<file path="config.mk">
export PLATFORM = sky130hd
export DESIGN_NAME = pipelined_cla_adder
export DESIGN_NICKNAME = d
export VERILOG_FILES = /design/src/rtl/pipelined_cla_adder.sv
export SDC_FILE = /design/constraint.sdc
export NUM_CORES = 1
export LEC_CHECK = 0
export BUFFER_PORTS_ARGS = -buffer_cell sky130_fd_sc_hd__buf_2
export CAP_MARGIN = 20
export CORE_MARGIN = 8
export CORE_UTILIZATION = 30
export CTS_BUF_LIST = sky130_fd_sc_hd__clkbuf_4 sky130_fd_sc_hd__clkbuf_8
export CTS_CLUSTER_DIAMETER = 80
export DETAILED_ROUTE_END_ITERATION = 12
export GPL_TIMING_DRIVEN = 0
export PLACE_DENSITY = 0.56
export SETUP_SLACK_MARGIN = 0.5
export SLEW_MARGIN = 30
export SYNTH_ARGS = -nofsm -noshare
export SYNTH_HDL_FRONTEND = slang
export SYNTH_SLANG_ARGS = --single-unit
</file>
<file path="constraint.sdc">
create_clock -name clk -period 5.8 [get_ports clk]
set_input_delay 0.29 -clock clk [delete_from_list [all_inputs] [get_ports clk]]
set_output_delay 0.29 -clock clk [all_outputs]
set_load 0.03 [all_outputs]
</file>
<file path="src/rtl/pipelined_cla_adder.sv">
// ---------------------------------------------------------------------------
// pipelined_cla_adder
//   Pipelined carry-lookahead adder/subtractor with valid/ready handshake.
//   Each pipeline stage resolves SEG_WIDTH bits with 4-bit lookahead groups
//   (g=a&b, p=a|b, two-level carry expansion), rippling group carries inside
//   the segment and handing the segment carry to the next stage through a
//   register. Unresolved operand bits travel forward (skew) and resolved sum
//   bits travel forward (de-skew) so the full result emerges together.
//
// Ports:
//   clk, rst         rising-edge clock, asynchronous active-high reset
//   in_valid/ready   input handshake; in_ready = ~out_valid | out_ready
//   in_a, in_b       operands (WIDTH)
//   in_ci            carry-in (add) / borrow-in (sub)
//   in_sub           1 = a - b - ci, 0 = a + b + ci
//   in_tag           sideband, returned with the result
//   out_valid/ready  output handshake
//   out_s            sum/difference modulo 2^WIDTH
//   out_co           carry-out of MSB (sub: 1 = no borrow)
//   out_ovf          signed overflow
//   out_tag          tag of this result
// ---------------------------------------------------------------------------
module pipelined_cla_adder #(
  parameter int unsigned WIDTH     = 32,
  parameter int unsigned SEG_WIDTH = 8,
  parameter int unsigned TAG_WIDTH = 4
) (
  input  logic                 clk,
  input  logic                 rst,
  input  logic                 in_valid,
  output logic                 in_ready,
  input  logic [WIDTH-1:0]     in_a,
  input  logic [WIDTH-1:0]     in_b,
  input  logic                 in_ci,
  input  logic                 in_sub,
  input  logic [TAG_WIDTH-1:0] in_tag,
  output logic                 out_valid,
  input  logic                 out_ready,
  output logic [WIDTH-1:0]     out_s,
  output logic                 out_co,
  output logic                 out_ovf,
  output logic [TAG_WIDTH-1:0] out_tag
);

  localparam int unsigned STAGES = WIDTH / SEG_WIDTH;
  localparam int unsigned GROUPS = SEG_WIDTH / 4;

  // Stage registers. Operand/sum words are kept full width per stage; only the
  // skew (upper operand) and de-skew (lower sum) bits of each stage are live,
  // the rest are pruned by synthesis.
  logic                 r_v   [STAGES];
  logic [TAG_WIDTH-1:0] r_tag [STAGES];
  logic                 r_c   [STAGES];
  logic                 r_ovf [STAGES];
  logic [WIDTH-1:0]     r_a   [STAGES];
  logic [WIDTH-1:0]     r_b   [STAGES];
  logic [WIDTH-1:0]     r_s   [STAGES];

  logic                 w_en;
  logic                 w_c_eff;
  logic                 w_v_nxt   [STAGES];
  logic [TAG_WIDTH-1:0] w_tag_nxt [STAGES];
  logic                 w_c_nxt   [STAGES];
  logic                 w_ovf_nxt [STAGES];
  logic [WIDTH-1:0]     w_a_nxt   [STAGES];
  logic [WIDTH-1:0]     w_b_nxt   [STAGES];
  logic [WIDTH-1:0]     w_s_nxt   [STAGES];
  logic [SEG_WIDTH+1:0] w_seg     [STAGES];

  // Returns {carry_out, carry_into_segment_msb, sum[SEG_WIDTH-1:0]}.
  function automatic logic [SEG_WIDTH+1:0] f_seg_add(
    input logic [SEG_WIDTH-1:0] a,
    input logic [SEG_WIDTH-1:0] b,
    input logic                 cin
  );
    logic [SEG_WIDTH-1:0] g;
    logic [SEG_WIDTH-1:0] p;
    logic [SEG_WIDTH-1:0] c;
    logic                 cg;
    logic                 gg;
    logic                 pg;
    g  = a & b;
    p  = a | b;
    c  = '0;
    cg = cin;
    for (int unsigned j = 0; j < GROUPS; j++) begin
      c[4*j]   = cg;
      c[4*j+1] = g[4*j] | (p[4*j] & cg);
      c[4*j+2] = g[4*j+1] | (p[4*j+1] & g[4*j]) | (p[4*j+1] & p[4*j] & cg);
      c[4*j+3] = g[4*j+2] | (p[4*j+2] & g[4*j+1])
               | (p[4*j+2] & p[4*j+1] & g[4*j])
               | (p[4*j+2] & p[4*j+1] & p[4*j] & cg);
      // Group generate/propagate feed the carry into the next group.
      gg = g[4*j+3] | (p[4*j+3] & g[4*j+2])
         | (p[4*j+3] & p[4*j+2] & g[4*j+1])
         | (p[4*j+3] & p[4*j+2] & p[4*j+1] & g[4*j]);
      pg = &p[4*j +: 4];
      cg = gg | (pg & cg);
    end
    return {cg, c[SEG_WIDTH-1], (a ^ b) ^ c};
  endfunction

  assign w_en     = ~r_v[STAGES-1] | out_ready;
  assign in_ready = w_en;
  assign w_c_eff  = in_ci ^ in_sub;

  always_comb begin
    // Stage 0 takes the conditioned operands straight from the inputs.
    w_v_nxt[0]   = in_valid;
    w_tag_nxt[0] = in_tag;
    w_a_nxt[0]   = in_a;
    w_b_nxt[0]   = in_b ^ {WIDTH{in_sub}};
    w_seg[0]     = f_seg_add(in_a[SEG_WIDTH-1:0],
                             in_b[SEG_WIDTH-1:0] ^ {SEG_WIDTH{in_sub}},
                             w_c_eff);
    w_s_nxt[0]   = '0;
    w_s_nxt[0][SEG_WIDTH-1:0] = w_seg[0][SEG_WIDTH-1:0];
    w_c_nxt[0]   = w_seg[0][SEG_WIDTH+1];
    w_ovf_nxt[0] = w_seg[0][SEG_WIDTH+1] ^ w_seg[0][SEG_WIDTH];

    for (int unsigned k = 1; k < STAGES; k++) begin
      w_v_nxt[k]   = r_v[k-1];
      w_tag_nxt[k] = r_tag[k-1];
      w_a_nxt[k]   = r_a[k-1];
      w_b_nxt[k]   = r_b[k-1];
      w_seg[k]     = f_seg_add(r_a[k-1][k*SEG_WIDTH +: SEG_WIDTH],
                               r_b[k-1][k*SEG_WIDTH +: SEG_WIDTH],
                               r_c[k-1]);
      w_s_nxt[k]   = r_s[k-1];
      w_s_nxt[k][k*SEG_WIDTH +: SEG_WIDTH] = w_seg[k][SEG_WIDTH-1:0];
      w_c_nxt[k]   = w_seg[k][SEG_WIDTH+1];
      // Only the last stage's value is used: it sees the true MSB carries.
      w_ovf_nxt[k] = w_seg[k][SEG_WIDTH+1] ^ w_seg[k][SEG_WIDTH];
    end
  end

  always_ff @(posedge clk or posedge rst) begin
    if (rst) begin
      for (int unsigned k = 0; k < STAGES; k++) begin
        r_v[k]   <= 1'b0;
        r_tag[k] <= '0;
        r_c[k]   <= 1'b0;
        r_ovf[k] <= 1'b0;
        r_a[k]   <= '0;
        r_b[k]   <= '0;
        r_s[k]   <= '0;
      end
    end else if (w_en) begin
      for (int unsigned k = 0; k < STAGES; k++) begin
        r_v[k]   <= w_v_nxt[k];
        r_tag[k] <= w_tag_nxt[k];
        r_c[k]   <= w_c_nxt[k];
        r_ovf[k] <= w_ovf_nxt[k];
        r_a[k]   <= w_a_nxt[k];
        r_b[k]   <= w_b_nxt[k];
        r_s[k]   <= w_s_nxt[k];
      end
    end
  end

  assign out_valid = r_v[STAGES-1];
  assign out_s     = r_s[STAGES-1];
  assign out_co    = r_c[STAGES-1];
  assign out_ovf   = r_ovf[STAGES-1];
  assign out_tag   = r_tag[STAGES-1];

endmodule
</file>
==> Yosys cells after proc, flatten, opt, wreduce, memory -nomap -nowiden <==
Index checks and enable logic that the tools add are counted.
{ "totals": {"input_bits": 74, "output_inout_bits": 40, "elab_cells": 253, "reg_bits": 297} }
{ "classes": {"n_reduce_logical": 8, "bitwise_logic": 222} }
{ "ops": {"columns": ["op", "n"], "rows": [
  ["$and 1x1->1", 120],
  ["$or 1x1->1", 81],
  ["$xor 8x8->8", 9],
  ["$and 8x8->8", 4],
  ["$or 8x8->8", 4],
  ["$reduce_and 4->1", 8],
  ["$xor 32x32->32", 1],
  ["$xor 1x1->1", 2],
  ["$not 1->1", 1]
]} }

==> Logic depth before layout (Yosys ltp) <==
Gate-level depths: netlist of the first run.
{ "depth": {"ltp_word": 10, "mapped_depth": 12, "depth_no_buf": 10} }

==> Worst setup path after synthesis of the first run <==
Ideal clock, no wire load.
{ "synth_timing": {"kind": "input to register", "startpoint": "input port in_sub", "endpoint": "register r_s[101] in the netlist's numbering", "path_stages": 12, "setup_slack_ps": 3389, "setup_time_ps": 154, "t_required_ps": 5646, "path_buffers": 2, "t_arrival_ps": 2258, "cell_sequence": "buf_2 -> buf_2 -> xnor2_1 -> inv_1 -> ha_1 -> o22ai_1 -> a21oi_1 -> a21oi_1 -> a21bo_1 -> fa_1 -> xor2_1 -> a21oi_1"} }
{ "synth_between": {"elab_chain_len": 10, "word_cells_on_any_way": 19, "classes_between": "bitwise: 18; reduce/logical: 1"} }
{ "synth_rtl": {"columns": ["element", "line_no", "text"], "rows": [
  ["start: declaration", "35", "input logic in_sub,"],
  ["$xor 8x8->8", "114", "in_b[SEG_WIDTH-1:0] ^ {SEG_WIDTH{in_sub}},"],
  ["$or 8x8->8 / $and 8x8->8 (equally long branches)", "83, 82", null],
  ["$and 1x1->1 (on tied branches)", "94, 95, 96", null],
  ["$or 1x1->1 (tied with other cells)", "94", "gg = g[4*j+3] | (p[4*j+3] & g[4*j+2])"],
  ["$or 1x1->1 / $and 1x1->1 (equally long branches)", "95, 96", null],
  ["$or 1x1->1", "96", "| (p[4*j+3] & p[4*j+2] & p[4*j+1] & g[4*j]);"],
  ["$or 1x1->1", "98", "cg = gg | (pg & cg);"],
  ["$and 1x1->1", "88", "c[4*j+1] = g[4*j] | (p[4*j] & cg);"],
  ["$or 1x1->1", "88", null],
  ["$xor 8x8->8 *", "100", "return {cg, c[SEG_WIDTH-1], (a ^ b) ^ c};"],
  ["end signal: indexed assignment", "156", "r_s[k] <= w_s_nxt[k];"],
  ["end: declaration", "57", "logic [WIDTH-1:0] r_s [STAGES];"]
]} }
Every way passes the cells marked *; elsewhere a longest branch is shown, timed or not.
A chain may end at the register's enable or synchronous reset.

==> Worst setup path in the final report of the first run <==
{ "layout_timing": {"startpoint": "register r_v, in the netlist out_valid", "endpoint": "output port in_ready"} }
{ "layout_between": {"elab_chain_len": 2} }
{ "layout_rtl": {"columns": ["element", "line_no", "text"], "rows": [
  ["start: declaration", "51", "logic r_v [STAGES];"],
  ["start signal: indexed assignment", "150", "r_v[k] <= w_v_nxt[k];"],
  ["$not 1->1", "103", "assign w_en = ~r_v[STAGES-1] | out_ready;"],
  ["$or 1x1->1", "103", null],
  ["end: declaration", "31", "output logic in_ready,"]
]} }
Every way passes these cells.

==> impl_metrics.env, run 1 <==
export IMPL_outcome="finished clean"
export IMPL_initial_core_util=0.3059
export IMPL_r2r_start="out_valid$_DFFE_PP0P_"
export IMPL_critPathCaptureType="output pin"
export IMPL_final_core_util=0.3782
export IMPL_final_layout_size_suffix_gt1_frac=0.1809
export IMPL_cts_buffer_depth=3
export IMPL_ys_seq_elements=201
export IMPL_place_congestion=0.7870
export IMPL_drtPass1Iterations=4
export IMPL_layout_common_cells="nand2_1, dfrtp_1, buf_2"
export IMPL_vias_per_cell=4.316
export IMPL_fmax_ghz=0.3237
export IMPL_final_hold_viol_count=0
export IMPL_cts_resized=0
export IMPL_drc=0
export IMPL_routedWlPerCell_microns=14.76
export IMPL_post_cts_buffers=0
export IMPL_power_leakage_nw=6.306
export IMPL_cellPowerDensity_mw_per_mm2=523.9
export IMPL_grt_setup_unrepaired="false"
export IMPL_worstHoldStart="in_a[14]"
export IMPL_vdd_drop_max_mv=0.1976
export IMPL_fin_crit_ns=3.090
export IMPL_timing_reg2reg_setup_slack_ns=2.99
export IMPL_final_antenna_net_count=0
export IMPL_cts_tree="done"
export IMPL_startpoint_type="flop"
export IMPL_diodes=0
export IMPL_die_w_microns=198.4
export IMPL_clk_latency_ns=0.53
export IMPL_row_count=66
export IMPL_clock_sinks=201
export IMPL_cts_max_level=2
export IMPL_numCtsBuffers=38
export IMPL_globalRouteOverflowTotal=0
export IMPL_die_area_sq_mm=0.03936
export IMPL_io_buffers=112
export IMPL_grt_max_degree=29
export IMPL_finalSetupTns_ns=0
export IMPL_slew_limit_headroom=0.4426
export IMPL_fin_crit_sh=0.5327
export IMPL_worst_pin_slew_ns=0.8361
export IMPL_syn_avg_cell_area_sq_um=8.999
export IMPL_die_y_microns=198.4
export IMPL_coreArea_sq_mm=0.03262
export IMPL_whs_ns=0.008545
export IMPL_grt_pass1_vias=7993
export IMPL_ys_warn_count=0
export IMPL_drv_cap=0
export IMPL_grtUsageTotal=0.1358
export IMPL_design_area_sq_mm=0.01234
export IMPL_slew_violations=0
export IMPL_drt_initial_drc_count=319
export IMPL_reg2reg_depth=6
export IMPL_clock_skew_final_ns=0.04362
export IMPL_yosys_most_used_dff="dfrtp_1"
export IMPL_nFillCells=3378
export IMPL_hold_end="r_a[110]$_DFFE_PP0P_"
export IMPL_synth_cells=1109
export IMPL_synthArstFlopShare=1.000
export IMPL_cp_max_fo=10
export IMPL_grt_pass1_wl_microns=42550
export IMPL_yosysSeqAreaShare=0.5040
export IMPL_ios=114
export IMPL_synth_nets=1254
export IMPL_synth_area_sq_mm=0.009980
export IMPL_setup_violations=0
export IMPL_dpl_instance_area_sq_mm=0.01128
export IMPL_cts_root_buf="clkbuf_8"
export IMPL_criticalPathCategory="reg2out"
export IMPL_crit_arrival_ns=2.80
export IMPL_synth_edf_count=0
export IMPL_final_common_cell="nand2_1"
export IMPL_wirelength_microns=26020
export IMPL_min_path_cells=3
export IMPL_final_nets=1445
export IMPL_crit_required_ns=5.51
export IMPL_reg2reg_to="r_s[96]$_DFFE_PP0P_"
export IMPL_hold_class="in2reg"
export IMPL_antenna_found_initial=0
export IMPL_synth_cell_types=53
export IMPL_path_clk_slew_ns=0.06
export IMPL_via_count=7609
export IMPL_hpwl_microns=20070
export IMPL_syn2layout_area_growth_pct=23.62
==> synth_stat cells (3+ instances only) <==
master / instances / area [sq um]
clkbuf_1: 26 / 97.59
or4_1: 4 / 30.03
nand2b_1: 12 / 75.07
nor3_1: 13 / 65.06
o2111ai_1: 3 / 26.28
buf_1: 9 / 33.78
o31ai_1: 4 / 30.03
nor2b_1: 7 / 43.79
nor2_1: 30 / 112.6
fa_1: 8 / 160.2
or3_1: 6 / 37.54
xnor2_1: 22 / 192.7
dfrtp_1: 201 / 5030
xor2_1: 23 / 201.4
buf_4: 36 / 270.3
nor3b_1: 4 / 30.03
nand2_1: 387 / 1453
nand3_1: 5 / 25.02
o21ai_1: 41 / 205.2
inv_2: 3 / 11.26
ha_1: 63 / 788.3
inv_1: 79 / 296.5
o21a_1: 3 / 22.52
o21ai_0: 31 / 155.2
nand3b_1: 3 / 22.52
a31oi_1: 6 / 37.54
o21bai_1: 8 / 60.06
a21oi_1: 27 / 135.1
buf_2: 14 / 70.07
==> cell families (layout without fill, tap and decap cells) <==
| family | after synthesis | in the layout | share of synthesized area |
|---|---|---|---|
| AND/OR/NAND/NOR | 481 | 481 | 0.1976 |
| flip-flops | 201 | 201 | 0.5040 |
| buffers and inverters | 168 | 380 | 0.07848 |
| AO/OA/AOI/OAI | 143 | 143 | 0.08538 |
| adder cells (fa/ha/maj) | 71 | 71 | 0.09504 |
| XOR/XNOR | 45 | 45 | 0.03949 |
==> critical path: stages (launching register included) <==
cell      delay, ns
dfrtp_1        0.37
nor2b_1        0.24
inv_2          0.19
clkbuf_1       0.63
clkbuf_1       0.51
buf_2          0.31
==> flip-flops by register name, indices dropped and copies added (netlist names) <==
| name | cells |
|---|---|
| out_co | 1 |
| out_ovf | 1 |
| out_s | 32 |
| out_tag | 4 |
| out_valid | 1 |
| r_a | 48 |
| r_b | 48 |
| r_c | 3 |
| r_s | 48 |
| r_tag | 12 |
| r_v | 3 |
==> metrics by stage <==
stage / setup slack, ns / std cells / total power, mW
global route: 2.569 / 1763 / 7.022
global placement: 1.526 / 1663 / 5.073
CTS: 2.628 / 1763 / 6.566
floorplan: 2.908 / 1109 / 4.285
finish: 2.710 / 1763 / 6.464
detailed placement: 2.829 / 1671 / 5.149
==> routing by layer <==
metal	part of all wire	global-route usage	routed length [microns]	vias to the layer above
met3	0.050	0.02738	1298	26
li1	-	-	-	3869
met5	0	0	0	-
met4	0.013	0.03180	331	0
met1	0.47	0.1808	12120	3574
met2	0.47	0.2247	12270	140
==> worst max path at each step <==
| stage | startpoint | end | cells after the start |
|---|---|---|---|
| detailed placement | out_ready | r_s[96]$_DFFE_PP0P_ | 7 |
| CTS | out_valid$_DFFE_PP0P_ | in_ready | 5 |
| global route | out_valid$_DFFE_PP0P_ | in_ready | 5 |
| finish | out_valid$_DFFE_PP0P_ | in_ready | 5 |
| global placement | rst | r_tag[15]$_DFFE_PP0P_ | 2 |
| floorplan | rst | out_co$_DFFE_PP0P_ | 1 |
==> area by class of cell <==
class | count | area [sq um] | area share
flip-flops and latches | 201 | 5030 | 0.4077
clock inverters | 5 | 38.79 | 0.003144
clock buffers | 56 | 708.2 | 0.05740
multi-input cells | 740 | 4167 | 0.3377
inverters | 83 | 315.3 | 0.02556
plain buffers | 85 | 471.7 | 0.03824
repair buffers | 151 | 1054 | 0.08540
well taps | 442 | 553.0 | 0.04483
==> power breakdown <==
group	switching [mW]	internal, mW
Sequential	0.358	2.03
Clock	0.587	0.777
Combinational	1.66	1.05
Total	2.60	3.86
==> what timing repair did <==
item | 4_1_cts | 5_1_grt
endpoints found under the setup margin | 0 | 0
hold buffers | 31 | 0
hold endpoints to repair | 44 | 0
No activity file was read; power rests on OpenSTA's default activity.
==> inputs of run 2 (changes only) <==
==> constraint.sdc (replaced) <==
create_clock -name clk -period 2.7 [get_ports clk]
set_input_delay 0.135 -clock clk [delete_from_list [all_inputs] [get_ports clk]]
set_output_delay 0.135 -clock clk [all_outputs]
set_load 0.03 [all_outputs]
==> impl_metrics.env, run 2 (synthesis gave the netlist of run 1 again) <==
export IMPL_critPathCaptureType="output pin"
export IMPL_fin_crit_sh=0.7790
export IMPL_cts_buffer_depth=3
export IMPL_power_leakage_nw=6.452
export IMPL_grtUsageMet3=0.02434
export IMPL_worst_pin_slew_ns=0.7511
export IMPL_via_count=7698
export IMPL_cts_tree="done"
export IMPL_path_clk_slew_ns=0.06
export IMPL_grtUsageTotal=0.1369
export IMPL_fin_crit_ns=2.103
export IMPL_top_usage_layer="met2"
export IMPL_coreArea_sq_mm=0.03262
export IMPL_final_antenna_net_count=0
export IMPL_place_congestion=0.8133
export IMPL_grtUsageMet1=0.1834
export IMPL_cts_root_buf="clkbuf_8"
export IMPL_cellPowerDensity_mw_per_mm2=1110
export IMPL_crit_arrival_ns=1.97
export IMPL_layout_common_cells="nand2_1, dfrtp_1, buf_2"
export IMPL_fin_ws_ns=0.5967
export IMPL_fmax_ghz=0.4754
export IMPL_min_path_cells=4
export IMPL_slew_violations=0
export IMPL_final_nets=1467
export IMPL_crit_required_ns=2.57
export IMPL_hpwl_microns=20030
export IMPL_clock_sinks=201
export IMPL_reg2reg_depth=8
export IMPL_startpoint_type="flop"
export IMPL_final_hold_viol_count=0
export IMPL_drc=0
export IMPL_drv_cap=0
export IMPL_slew_limit_headroom=0.4992
export IMPL_final_layout_size_suffix_gt1_frac=0.1886
export IMPL_whs_ns=0.06924
export IMPL_largestRegisters="r_a x48, r_b x48, r_s x48"
export IMPL_cts_max_level=2
export IMPL_die_area_sq_mm=0.03936
export IMPL_row_count=66
export IMPL_cp_max_fo=10
export IMPL_vias_per_cell=4.303
export IMPL_numCtsBuffers=37
export IMPL_drtPass1Iterations=5
export IMPL_ios=114
export IMPL_diodes=0
export IMPL_outcome="finished clean"
export IMPL_grt_max_degree=30
export IMPL_die_w_microns=198.4
export IMPL_grt_pass1_wl_microns=43040
export IMPL_grt_pass1_vias=8075
export IMPL_wirelength_microns=26330
export IMPL_setup_violations=0
export IMPL_globalRouteOverflowTotal=0
export IMPL_syn2layout_area_growth_pct=26.82
export IMPL_routedWlPerCell_microns=14.72
export IMPL_clock_skew_final_ns=0.01678
export IMPL_finalPower_mw=14.05
export IMPL_antenna_found_initial=0
export IMPL_final_common_cell="nand2_1"
export IMPL_hold_class="in2reg"
export IMPL_grt_setup_unrepaired="false"
export IMPL_criticalPathCategory="reg2out"
export IMPL_initial_core_util=0.3059
export IMPL_grt_use_met2=0.2273
export IMPL_vdd_drop_max_mv=0.3424
export IMPL_drt_initial_drc_count=270
export IMPL_die_y_microns=198.4
export IMPL_finalSetupTns_ns=0
export IMPL_post_place_ws_ns=-0.2552
export IMPL_clk_latency_ns=0.52
export IMPL_io_buffers=112
==> run 2: cell count changes in the layout (fill, tap and decap cells not counted), moves of 2 or more <==
cell and delta:
clkbuf_2 +3, clkbuf_1 -5, dlygate4sd3_1 +23, clkbuf_4 +4, buf_2 -2
==> run 2: per-stage QoR <==
stage,util,std cells,instance area (sq um)
detailed placement,0.3459,1671,11280
global route,0.3880,1789,12660
global placement,0.3403,1663,11100
CTS,0.3870,1789,12620
floorplan,-,1109,9986
finish,0.3880,1789,12660
==> run 2: final cells by class <==
class,instances,area (sq um)
Multi-Input combinational cell,740,4210
Inverter,83,315.3
Sequential cell,201,5030
Tap cell,442,553.0
Buffer,85,499.2
Fill cell,3390,19960
Clock buffer,58,723.2
Timing Repair Buffer,174,1284
Clock inverter,6,41.29
==> run 2: per-layer routing <==
| layer | share of wire | wire (microns) |
|---|---|---|
| met1 | 0.48 | 12580 |
| met2 | 0.47 | 12250 |
| met3 | 0.041 | 1087 |
| met4 | 0.016 | 415 |
| met5 | 0 | 0 |
==> run 2: what timing repair did <==
item | CTS | global route
pin swaps | 0 | 3
buffers inserted | 0 | 0
endpoints found under the setup margin | 177 | 8
hold endpoints to repair | 129 | 0
hold buffers | 54 | 0
resized for setup | 11 | 10
==> run 2: path summary, 6_finish.rpt <==
kind,slack [ns],start,endpoint
setup reg to reg,0.61,r_a[80]$_DFFE_PP0P_,r_s[52]$_DFFE_PP0P_
setup / recovery,0.60,out_valid$_DFFE_PP0P_,in_ready
max in group asynchronous,1.43,rst,r_b[86]$_DFFE_PP0P_
hold reg to reg,0.46,r_v[1]$_DFFE_PP0P_,r_v[1]$_DFFE_PP0P_
min in group asynchronous,0.20,rst,out_s[9]$_DFFE_PP0P_
hold / removal,0.07,in_sub,r_b[109]$_DFFE_PP0P_
==> run 2: where the power goes <==
group | switching, mW | leakage (nW) | internal (mW)
clock network | 1.27 | 0.404 | 1.70
logic | 3.61 | 3.63 | 2.34
registers | 0.774 | 2.42 | 4.36
==> run 2: critical path: stages, from the launching register on <==
cell and delay (ns):
dfrtp_1 0.37, nor2b_4 0.16, inv_2 0.14, buf_4 0.25
clkbuf_4 0.27, buf_2 0.23
==> inputs of run 3 (changes only) <==
==> constraint.sdc (replaced) <==
create_clock -name clk -period 1.9 [get_ports clk]
set_input_delay 0.095 -clock clk [delete_from_list [all_inputs] [get_ports clk]]
set_output_delay 0.095 -clock clk [all_outputs]
set_load 0.03 [all_outputs]
==> impl_metrics.env, run 3 (synthesis gave the netlist of run 1 again) <==
export IMPL_outcome="complete, but fails checks"
export IMPL_violations="setup timing"
export IMPL_clock_skew_final_ns=0.03419
export IMPL_vias_per_cell=4.487
export IMPL_startpoint_type="flop"
export IMPL_cp_max_fo=3
export IMPL_reg2reg_to="out_ovf$_DFFE_PP0P_"
export IMPL_critPathCaptureType="flop"
export IMPL_grt_setup_unrepaired="true"
export IMPL_min_path_cells=4
export IMPL_numCtsBuffers=37
export IMPL_grt_pass1_wl_microns=48360
export IMPL_timing_reg2reg_setup_slack_ns=-0.06
export IMPL_power_leakage_nw=7.812
export IMPL_drc=0
export IMPL_drv_cap=0
export IMPL_wirelength_microns=30680
export IMPL_cts_buffer_depth=3
export IMPL_setup_violations=4
export IMPL_clock_sinks=201
export IMPL_largestRegisters="r_a x48, r_b x48, r_s x48"
export IMPL_dp_cells=1671
export IMPL_worstHoldStart="in_a[7]"
export IMPL_grt_max_degree=31
export IMPL_crit_arrival_ns=2.40
export IMPL_die_y_microns=198.4
export IMPL_wl_met2_microns=15280
export IMPL_globalRouteOverflowTotal=0
export IMPL_reg2reg_depth=8
export IMPL_ios=114
export IMPL_hold_end="r_c[3]$_DFFE_PP0P_"
export IMPL_drt_initial_drc_count=304
export IMPL_grt_pass1_vias=9015
export IMPL_final_cells=1881
export IMPL_diodes=0
export IMPL_final_core_util=0.4764
export IMPL_coreArea_sq_mm=0.03262
export IMPL_criticalPathCategory="reg2reg"
export IMPL_place_congestion=0.7971
export IMPL_via_count=8440
export IMPL_grtUsageTotal=0.1558
export IMPL_fmax_ghz=0.5109
export IMPL_final_common_cell="nand2_1"
export IMPL_clk_latency_ns=0.53
export IMPL_crit_path_top_delay_cell="or4_1"
export IMPL_layout_common_cells="nand2_1, dfrtp_1, nand2_2"
export IMPL_final_antenna_net_count=0
export IMPL_cts_max_level=2
export IMPL_hpwl_microns=20200
export IMPL_hold_class="in2reg"
export IMPL_fin_crit_ns=1.957
export IMPL_r2r_start="r_b[56]$_DFFE_PP0P_"
export IMPL_row_count=66
export IMPL_worstPathCellList="inv_2, ha_2, nand2b_4, a2111oi_4, buf_4, o311a_4, or4_1, nand3_1"
export IMPL_io_buffers=112
export IMPL_slew_limit_headroom=0.5638
export IMPL_crit_required_ns=2.34
export IMPL_routedWlPerCell_microns=16.31
export IMPL_cts_tree="done"
export IMPL_path_buf_inv=2
export IMPL_cpPeakStageDelay_ns=0.48
export IMPL_worst_pin_slew_ns=0.6543
export IMPL_die_w_microns=198.4
export IMPL_cts_root_buf="clkbuf_8"
export IMPL_final_layout_size_suffix_gt1_frac=0.4406
export IMPL_critPathTopFamily="simple AND/OR/NAND/NOR gates"
export IMPL_path_clk_slew_ns=0.05
export IMPL_initial_core_util=0.3059
export IMPL_final_nets=1557
export IMPL_met1_length_microns=13140
export IMPL_topRoutingLayerUsed="met4"
export IMPL_fin_ws_ns=-0.05742
export IMPL_vdd_drop_max_mv=0.6354
export IMPL_met3WireLength_microns=1453
export IMPL_die_area_sq_mm=0.03936
export IMPL_cellPowerDensity_mw_per_mm2=1597
export IMPL_drtPass1Iterations=5
export IMPL_slew_violations=0
export IMPL_fin_crit_sh=1.030
export IMPL_final_hold_viol_count=0
export IMPL_syn2layout_area_growth_pct=55.72
export IMPL_antenna_found_initial=0
[run 3: tightest hold or removal path, delay by kind of cell]
family / cells / cell delay [ns]
AOI/OAI and AO/OA: 2 / 0.18
adders and majority gates: 1 / 0.14
buffers and inverters: 1 / 0.10
[run 3: metal layers]
layer | vias to the layer above | track usage
li1 | 4117 | -
met1 | 4060 | 0.1960
met3 | 56 | 0.02552
met2 | 207 | 0.2676
met5 | - | 0
met4 | 0 | 0.05476
[run 3: how the worst max path moves through the flow]
stage | start | to | slack (ns) | depth (start not counted)
2_1_floorplan | rst | out_co$_DFFE_PP0P_ | -0.80 | 1
3_5_place_dp | in_sub | r_s[101]$_DFFE_PP0P_ | -0.36 | 12
4_1_cts | r_a[104]$_DFFE_PP0P_ | r_s[76]$_DFFE_PP0P_ | -0.05 | 10
3_3_place_gp | rst | r_b[127]$_DFFE_PP0P_ | -2.17 | 2
5_1_grt | r_a[104]$_DFFE_PP0P_ | r_s[76]$_DFFE_PP0P_ | -0.12 | 10
6_report | r_b[56]$_DFFE_PP0P_ | out_ovf$_DFFE_PP0P_ | -0.06 | 8
[run 3: repair_timing]
action / CTS / global route
endpoints found under the hold margin: 146 / 0
setup buffers: 63 / 10
cloned: 17 / 0
hold buffers: 54 / 0
gates resized for setup: 295 / 195
endpoints found under the setup margin: 202 / 200
pin swaps: 120 / 119
[run 3: where the power goes]
group	total [mW]	switching (mW)	internal (mW)
clock	4.41	1.88	2.53
sequential	7.76	1.55	6.21
combinational	12.7	6.52	6.14
[run 3: final cells by class]
type	instances	area [sq um]
clock buffers	57	709.4
fillers	3032	17080
plain buffers	85	984.7
clock inverters	9	85.08
well taps	442	553.0
inverters	83	317.8
repair buffers	264	2479
flip-flops and latches	201	5031
multi-input cells	740	5380
[run 3: metrics by stage]
stage                     instance area, sq um  setup TNS [ns]  power (mW)  hold WS [ns]  worst slack (ns)
after CTS                                14820         -0.1527       23.57       0.01273          -0.05435
after floorplan                          10240         -160.44       13.39        0.2075           -0.7973
after detailed placement                 11520          -17.96       16.00        0.1521           -0.3626
final                                    15540         -0.1046       24.82       0.03817          -0.05742
after global routing                     15540         -0.8503       26.49       0.06610           -0.1169
after global placement                   11350         -449.05       15.79        0.2961            -2.169
